--- config.mk ---
export PLATFORM = sky130hd
export DESIGN_NAME = wcentroid_calc
export DESIGN_NICKNAME = d
export VERILOG_FILES = /design/src/rtl/wcentroid_calc.sv
export SDC_FILE = /design/constraint.sdc
export NUM_CORES = 1
export LEC_CHECK = 0
export ABC_AREA = 1
export CORE_MARGIN = 2
export CORE_UTILIZATION = 40
export DETAILED_ROUTE_END_ITERATION = 8
export HOLD_SLACK_MARGIN = 0.15
export SYNTH_ARGS = -nofsm -noshare
export SYNTH_HDL_FRONTEND = slang
export SYNTH_SLANG_ARGS = --single-unit
--- constraint.sdc ---
create_clock -name CLK -period 3.47 [get_ports CLK]
set_clock_uncertainty 0.2 [all_clocks]
set_input_delay 0.5205 -clock CLK [delete_from_list [all_inputs] [get_ports CLK]]
set_output_delay 0.5205 -clock CLK [all_outputs]
set_load 0.005 [all_outputs]
--- src/rtl/wcentroid_calc.sv ---
// wcentroid_calc: weighted centroid (sum W*X / sum W, sum W*Y / sum W) of an NPTS-point frame.
// Latency: READY pulses DW cycles after the last sample is accepted; minimum frame period NPTS+DW.
// Backpressure: IN_READY is low for the DW divide cycles; IN_VALID is ignored then, nothing is buffered.
// Optional build macro ROUND_NEAREST_EN: round-half-up results (default build truncates toward zero).
module wcentroid_calc #(
    parameter int DW   = 8,
    parameter int WW   = 4,
    parameter int NPTS = 6
) (
    input  logic          CLK,
    input  logic          RESET,
    input  logic          IN_VALID,
    output logic          IN_READY,
    input  logic [DW-1:0] Xi,
    input  logic [DW-1:0] Yi,
    input  logic [WW-1:0] Wi,
    output logic          READY,
    output logic [DW-1:0] Xc,
    output logic [DW-1:0] Yc,
    output logic          ERR,
    output logic          BUSY
);
    localparam int CW  = $clog2(NPTS);
    localparam int SW  = WW + CW;
    localparam int AW  = DW + WW + CW;
    localparam int ITW = (DW > 1) ? $clog2(DW) : 1;

    typedef enum logic {ACCUM = 1'b0, DIV = 1'b1} state_t;
    state_t state, state_nxt;

    // Lane 0 carries X, lane 1 carries Y; both share the weight sum as divisor.
    logic [CW-1:0]  cnt;
    logic [ITW-1:0] it;
    logic [SW-1:0]  asum;
    logic [AW-1:0]  acc   [2];
    logic [SW-1:0]  rem   [2];
    logic [DW-1:0]  sh    [2];
    logic [DW-2:0]  q     [2];

    logic [DW-1:0]  coord [2];
    logic [AW-1:0]  wprod [2];
    logic [AW-1:0]  dvd   [2];
    logic [SW:0]    trial [2];
    logic [SW-1:0]  nrem  [2];
    logic [DW-1:0]  nsh   [2];
    logic [DW-1:0]  nq    [2];
    logic           ge    [2];

    logic accept;
    logic last_beat;
    logic first_iter;
    logic last_iter;
    logic zero_sum;

    assign coord[0]   = Xi;
    assign coord[1]   = Yi;
    assign accept     = IN_VALID && (state == ACCUM);
    assign last_beat  = accept && (cnt == CW'(NPTS - 1));
    assign first_iter = (it == '0);
    assign last_iter  = (state == DIV) && (it == ITW'(DW - 1));
    assign zero_sum   = (asum == '0);

    // Per-lane weighted product and one restoring-division step; on the first step the
    // partial remainder is seeded from the upper SW bits of the dividend (always < divisor).
    always_comb begin
        for (int l = 0; l < 2; l++) begin
            wprod[l] = {{(AW-WW){1'b0}}, Wi} * {{(AW-DW){1'b0}}, coord[l]};
`ifdef ROUND_NEAREST_EN
            dvd[l]   = acc[l] + {{(AW-SW+1){1'b0}}, asum[SW-1:1]};
`else
            dvd[l]   = acc[l];
`endif
            trial[l] = first_iter ? {dvd[l][AW-1:DW], dvd[l][DW-1]} : {rem[l], sh[l][DW-1]};
            nsh[l]   = first_iter ? {dvd[l][DW-2:0], 1'b0} : {sh[l][DW-2:0], 1'b0};
            ge[l]    = (trial[l] >= {1'b0, asum});
            nrem[l]  = ge[l] ? SW'(trial[l] - {1'b0, asum}) : trial[l][SW-1:0];
            nq[l]    = {q[l], ge[l]};
        end
    end

    // Next-state and handshake/status decode.
    always_comb begin
        state_nxt = state;
        IN_READY  = 1'b0;
        BUSY      = 1'b0;
        case (state)
            ACCUM: begin
                IN_READY = 1'b1;
                if (last_beat) state_nxt = DIV;
            end
            DIV: begin
                BUSY = 1'b1;
                if (last_iter) state_nxt = ACCUM;
            end
            default: state_nxt = ACCUM;
        endcase
    end

    // State register.
    always_ff @(posedge CLK or negedge RESET) begin
        if (!RESET) state <= ACCUM;
        else        state <= state_nxt;
    end

    // Accumulation, divider iteration and result/pulse registers.
    always_ff @(posedge CLK or negedge RESET) begin
        if (!RESET) begin
            cnt   <= '0;
            it    <= '0;
            asum  <= '0;
            READY <= 1'b0;
            Xc    <= '0;
            Yc    <= '0;
            ERR   <= 1'b0;
            for (int l = 0; l < 2; l++) begin
                acc[l] <= '0;
                rem[l] <= '0;
                sh[l]  <= '0;
                q[l]   <= '0;
            end
        end else begin
            READY <= 1'b0;
            if (accept) begin
                asum <= asum + {{CW{1'b0}}, Wi};
                cnt  <= last_beat ? '0 : cnt + 1'b1;
                it   <= '0;
                for (int l = 0; l < 2; l++) acc[l] <= acc[l] + wprod[l];
            end
            if (state == DIV) begin
                it <= it + 1'b1;
                for (int l = 0; l < 2; l++) begin
                    rem[l] <= nrem[l];
                    sh[l]  <= nsh[l];
                    q[l]   <= nq[l][DW-2:0];
                end
                if (last_iter) begin
                    // A zero weight sum makes every trial subtraction succeed; force a clean 0.
                    it    <= '0;
                    READY <= 1'b1;
                    ERR   <= zero_sum;
                    Xc    <= zero_sum ? '0 : nq[0];
                    Yc    <= zero_sum ? '0 : nq[1];
                    asum  <= '0;
                    for (int l = 0; l < 2; l++) acc[l] <= '0;
                end
            end
        end
    end
endmodule

==> metrics, run 1 <==
fin. max-slew vios=0; max cap viols=0; critical path endpoint category=register; Starting Density=0.405; Post-Syn Area=8750 sq um; clock share of power=0.091; Synth Area in Simple Gates=0.247; status=finished clean; multiplexer share of the synthesized area=0; Clock Pin Slew Worst Setup and Hold Paths=0.07 ns; syn_nets=1355; Gate power share=0.720; CTS Buf Count=9; first-pass GRT wire length=36.5 mm; post-DP HPWL=15.9 mm; sequential fraction of the synthesis area=0.297; Synth Area in Adders=0.199; Worst Max-Slew Pin Slew=1.10 ns; fmax=293 MHz; Routed WL=21.8 mm; Fin. Hold Viols=0; ys async rst share=1.00; synth cell count leaders=nand2_1 (317), inv_1 (288), dfrtp_1 (104); DR vias=7611; clk_lat worst skew=0.37 ns; Net Sw Frac=0.502; XOR/XNOR share of the synthesized area=0.0150; critical path startpoint category=primary input; Req. time, crit path=3.53 ns; WHS Path Cells=2; largest family of logic cells by synthesized area=simple AND/OR/NAND/NOR gates; number of synthesized register bits=104; layout cells sized above 1=0.191; VDD IR max=0.408 mV; n_diodes=0; crit path DAT=3.47 ns; placed cells=1564; die width=152 microns; Pwr Density=1090 nW/um^2; final setup violation count=0; fin nets=1437; core area=21600 sq um; Vias/cell=4.80; CP endpoint=acc[29]; Longest Clk Path Bufs=2; Int Pwr=5.83 mW; Post-synth EDFFs=0; post-synth top area share=0.297; Netlist cell types=42; vias in the first global route=7220; H-tree levels=3; CP Class=in -> reg; Die Y=152 microns; initial antenna violation count=0; Root Driver=clkbuf_16; setup TNS=0 ns; Reg2Reg Depth=15; post-route core utilization=0.498; CTS tree=built; Max-slew headroom=0.262; Mapped Avg Cell Area=7.17 sq um; Mapped Cells=1220; wire per inst=13.7 microns; Pre-antenna DRT Iters=5; top-count cell post-synth=nand2_1; Synth Area in Compound Gates=0.0948; worst r2r dst=rem[12]; area of the die=23100 sq um; FF-to-FF Start=it[0]; Routability Congestion=0.848; Critical Path Source=Wi[2]; switching power=5.87 mW; clock sinks=104; Synth-to-Final Area Change=23.1%; total gr overflow=0; Final ANT Viol Nets=0; Synth area leader=dfrtp_1; DRT iter0 DRCs=453; Total Routing Usage GR=0.193; final worst setup slack=0.0603 ns; Area contributors post-synth=dfrtp_1 (30%), nand2_1 (14%), inv_1 (12%); Rows=54; final cycle utilization of the critical path=0.983; R2R setup slack=0.33 ns; Ports=43; Seq pwr share=0.188; RSZ-0062 raised after global routing=true; # DRC=0; Tmin final=3.41 ns; port bufs=42; pin count of the biggest net entering global routing=55; Ys Warns=0; P_leak=5.98 nW; top_reg_cell synth=dfrtp_1; Non-Filler Instances=1587; CP Max Fanout=7; dpl ws=-0.739 ns; Hold Crit Class=reg -> reg
==> worst min-delay path by stage <==
stage	from	endpoint	slack (ns)
floorplan	RESET	ERR	0.02
global placement	rem[7]	rem[7]	0.26
detailed placement	rem[9]	rem[9]	0.26
CTS	rem[3]	rem[3]	0.28
global route	rem[3]	rem[3]	0.29
finish	rem[9]	rem[9]	0.28
==> what timing repair did <==
action / in CTS / in global routing
endpoints found under the hold margin: 26 / 0
buffers inserted: 1 / 2
endpoints found under the setup margin: 23 / 20
gates resized for setup: 59 / 109
cloned: 3 / 0
pin swaps: 22 / 54
hold buffers: 1 / 0
==> state kept, by name, summed over array words and instances, names as in the netlist <==
register	count
Xc	8
READY	1
it	3
asum	7
nq	14
Yc	8
rem	14
state	1
acc	30
ERR	1
cnt	3
sh	14
==> cells in the final DEF, fill, tap and decap left out, types with 2 or more instances in the layout <==
cell type	Yosys	routed
inv_1	288	267
a211oi_1	4	4
nor2_1	45	31
nand2_1	317	273
dlygate4sd2_1	0	2
ha_4	0	14
nand2_4	4	15
inv_8	0	3
nand4_1	16	16
clkbuf_2	1	11
a21oi_1	42	36
o21ai_2	7	9
clkbuf_16	0	9
nand2_2	2	35
dfrtp_1	104	103
or2_1	7	7
o21ai_1	36	34
buf_12	0	5
fa_1	45	39
o21ai_0	46	46
o211ai_1	2	2
xor2_1	8	8
clkinv_8	0	2
xnor2_1	7	6
buf_4	3	55
buf_16	0	2
a21oi_2	2	7
nor2_2	2	7
nand3_2	1	15
fa_2	0	6
nand3_1	95	80
nand3b_1	3	3
nor2_4	1	10
o21bai_1	7	7
or2_0	7	7
ha_1	67	53
buf_6	1	5
clkdlybuf4s50_1	0	23
inv_2	11	32
==> cells by family (layout without fill, tap and decap cells) <==
group | Yosys count | after routing
and+or+nand+nor | 504 | 504
buffers and inverters | 335 | 422
DFF | 104 | 104
xor gates and xnor gates | 15 | 15
AOI/OAI and AO/OA | 150 | 150
adders and majority gates | 112 | 112
==> per-stage QoR <==
| stage | power, mW | instance area, sq um | hold slack (ns) |
|---|---|---|---|
| floorplan | 7.84 | 9010 | 0.0249 |
| global placement | 9.76 | 10000 | 0.256 |
| detailed placement | 9.88 | 10000 | 0.264 |
| CTS | 11.2 | 10500 | 0.283 |
| global route | 13.0 | 10800 | 0.293 |
| finish | 11.7 | 10800 | 0.279 |
==> critical path: stages <==
cell and delay [ns]:
buf_12 0.11, buf_12 0.14, nand2_4 0.05, inv_2 0.03, fa_1 0.47, fa_1 0.55, inv_2 0.05, fa_1 0.52
inv_2 0.05, ha_4 0.30, nand2_4 0.08, nor2_4 0.11, nand3_2 0.11, nand3_2 0.11, nand2_2 0.07, a21oi_2 0.13
nor2_1 0.05
==> cell type report <==
class	count	area [sq um]
clock buffer	9	225
clock inverter	7	83.8
fill	2188	10800
inverter	300	1130
multi-input combinational	781	5430
sequential	104	2600
tap	280	350
timing repair buffer	106	960
==> metal layers <==
| metal | track usage | vias up | wire [microns] |
|---|---|---|---|
| li1 | - | 3893 | - |
| met3 | 0.0257 | 17 | 568 |
| met1 | 0.283 | 3600 | 11000 |
| met4 | 0.0485 | 0 | 287 |
| met2 | 0.303 | 101 | 9980 |
| met5 | 0 | - | 0 |
==> power groups by stage <==
stage / sequential, mW / clock, mW / combinational, mW
floorplan: 2.09 / 0 / 5.75
global placement: 2.21 / 0 / 7.55
detailed placement: 2.22 / 0 / 7.66
CTS: 2.20 / 1.10 / 7.88
global route: 2.27 / 1.16 / 9.57
finish: 2.20 / 1.07 / 8.43
(Power assumes the default switching activity.)
==> run 2, diff against run 1 <==
--- a/config.mk
+++ b/config.mk
@@ -9,6 +9,7 @@
 export CORE_MARGIN = 2
 export CORE_UTILIZATION = 40
 export DETAILED_ROUTE_END_ITERATION = 8
+export GPL_ROUTABILITY_DRIVEN = 0
 export HOLD_SLACK_MARGIN = 0.15
 export SYNTH_ARGS = -nofsm -noshare
 export SYNTH_HDL_FRONTEND = slang
==> results of run 2 <==
Same layout as run 1: the final DEF is identical, and so are final timing and power.
==> run 3, diff against run 2 <==
--- a/config.mk
+++ b/config.mk
@@ -7,8 +7,10 @@
 export LEC_CHECK = 0
 export ABC_AREA = 1
 export CORE_MARGIN = 2
-export CORE_UTILIZATION = 40
+export CORE_UTILIZATION = 50
+export CTS_CLUSTER_SIZE = 14
 export DETAILED_ROUTE_END_ITERATION = 8
+export DONT_BUFFER_PORTS = 1
 export GPL_ROUTABILITY_DRIVEN = 0
 export HOLD_SLACK_MARGIN = 0.15
 export SYNTH_ARGS = -nofsm -noshare
==> run 3 against run 2 <==
Net effect: hold slack worse by 0.0026 ns; register-to-register slack better by 0.09 ns; maximum frequency up 5.2%; sequential share of layout area up 3.1 points; highest routed layer unchanged; wire length down 12%; final cell count down 9.0%; clock power about the same.
==> metrics, run 3 (synthesized netlist as in run 1, its figures left out) <==
status=finished clean; fin nets=1349 (-6.1%); WHS Path Cells=5 (+3); Total Routing Usage GR=0.220 (+0.0272); R2R setup slack=0.42 ns (+0.09 ns); critical path endpoint category=register; layout cells sized above 1=0.0861 (-0.105); total gr overflow=0 (unchanged); Worst Max-Slew Pin Slew=1.12 ns (+0.0213 ns); VDD IR max=0.485 mV (+19%); die width=136 microns (-10%); most common cell after layout, fill and taps aside=nand2_1; fin. max-slew vios=0 (unchanged); clk_lat worst skew=0.36 ns (about the same); n_diodes=0 (unchanged); port bufs=0 (-100%); post-DP HPWL=14.5 mm (-8.8%); DR vias=7102 (-6.7%); # fillers=1721 (-21%); Vias/cell=4.92 (+2.6%); H-tree levels=3 (unchanged); Total Power=10.4 mW (-11%); pin count of the biggest net entering global routing=105 (+91%); final setup violation count=0 (unchanged); Fin. Hold Viols=0 (unchanged); Reg2Reg Depth=17 (+2); Clock Pin Slew Worst Setup and Hold Paths=0.09 ns (+0.02 ns); area of the die=18600 sq um (-20%); highest-count cells in the layout ignoring fill and taps=nand2_1 (306), inv_1 (281), dfrtp_1 (103), nand3_1 (92), ha_1 (57); Largest Register=acc; Tmin final=3.24 ns (-0.169 ns); RSZ-0062 raised after global routing=false; vias in the first global route=6670 (-7.6%); Rows=48 (-11%); Non-Filler Instances=1444 (-9.0%); wire per inst=13.2 microns (-3.8%); clock sinks=104 (unchanged); Die Y=136 microns (-10%); Synth-to-Final Area Change=9.28%; Pwr Density=1090 nW/um^2 (+0.11%); Ports=43 (unchanged); core area=17200 sq um (-21%); Longest Clk Path Bufs=2 (unchanged); final cycle utilization of the critical path=0.934 (-0.0486); DRT iter0 DRCs=418 (-7.7%); Max-slew headroom=0.248 (-0.0143); initial antenna violation count=0 (unchanged); critical path startpoint category=primary input; Req. time, crit path=3.56 ns (+0.03 ns); # DRC=0 (unchanged); Pre-antenna DRT Iters=5 (unchanged); post-route core utilization=0.557 (+0.0584); max cap viols=0 (unchanged); Starting Density=0.509 (+0.105); CP Class=in -> reg; first-pass GRT wire length=32.7 mm (-11%); Final ANT Viol Nets=0 (unchanged); Root Driver=clkbuf_16; crit path DAT=3.33 ns (-0.14 ns); CTS Buf Count=9 (unchanged); fmax=309 MHz (+5.2%); Routed WL=19.1 mm (-12%); placed cells=1425 (-8.9%); Hold Crit Class=in -> reg; P_leak=5.48 nW (-8.4%); CTS tree=built; CP Max Fanout=17 (+10); max FFs per register=30 (unchanged)
[run 3: final timing paths]
path / end / from
setup / recovery: acc[7] / Wi[3]
hold / removal: acc[0] / Yi[0]
setup reg to reg: rem[12] / it[0]
hold reg to reg: rem[7] / rem[7]
max in group asynchronous: sh[7] / RESET
min in group asynchronous: Yc[5] / RESET
[run 3: layer usage]
layer / wire length [microns] / share of wire / GRT usage / up-vias
met5: 0 / 0 / 0 / -
met4: 142 / 0.0074 / 0.0365 / 0
met3: 632 / 0.033 / 0.0209 / 11
met2: 8420 / 0.44 / 0.347 / 115
met1: 9880 / 0.52 / 0.334 / 3254
li1: - / - / - / 3722
[run 3: critical path, cell delays in order]
cell     delay [ns]
nand2_1        0.05
inv_1          0.05
fa_1           0.52
fa_1           0.55
inv_1          0.05
fa_1           0.49
inv_1          0.06
ha_4           0.26
nand2_1        0.07
nand2_1        0.08
nor2_2         0.16
o21ai_1        0.09
or2_1          0.20
nand3_1        0.06
nand2_1        0.06
inv_1          0.05
[run 3: per-stage QoR]
| stage | instance area [sq um] | TNS (ns) | setup WS (ns) | hold WS, ns |
|---|---|---|---|---|
| floorplan | 9010 | -1.46 | -0.127 | 0.0249 |
| global placement | 9200 | -0.358 | -0.0726 | 0.0272 |
| detailed placement | 9200 | -1.00 | -0.120 | 0.0274 |
| CTS | 9560 | 0 | 0.244 | 0.274 |
| global route | 9560 | 0 | 0.00830 | 0.307 |
| finish | 9560 | 0 | 0.229 | 0.276 |
[run 3: cell type report]
| class | count | area, sq um | area share |
|---|---|---|---|
| Timing Repair Buffer | 18 | 173 | 0.0181 |
| Multi-Input combinational cell | 781 | 5060 | 0.529 |
| Inverter | 300 | 1130 | 0.118 |
| Clock inverter | 7 | 91.3 | 0.00955 |
| Tap cell | 225 | 282 | 0.0294 |
| Clock buffer | 9 | 225 | 0.0236 |
| Sequential cell | 104 | 2600 | 0.272 |
[run 3: power by group]
| group | switching, mW | total, mW | internal [mW] |
|---|---|---|---|
| Clock | 0.534 | 1.06 | 0.522 |
| Combinational | 4.29 | 7.12 | 2.83 |
| Sequential | 0.414 | 2.22 | 1.81 |
| Total | 5.24 | 10.4 | 5.16 |
[run 3: timing repair]
action,in CTS,in global routing
endpoints found under the hold margin,107,0
buffers inserted,0,0
gates resized for setup,0,0
hold buffers,3,0
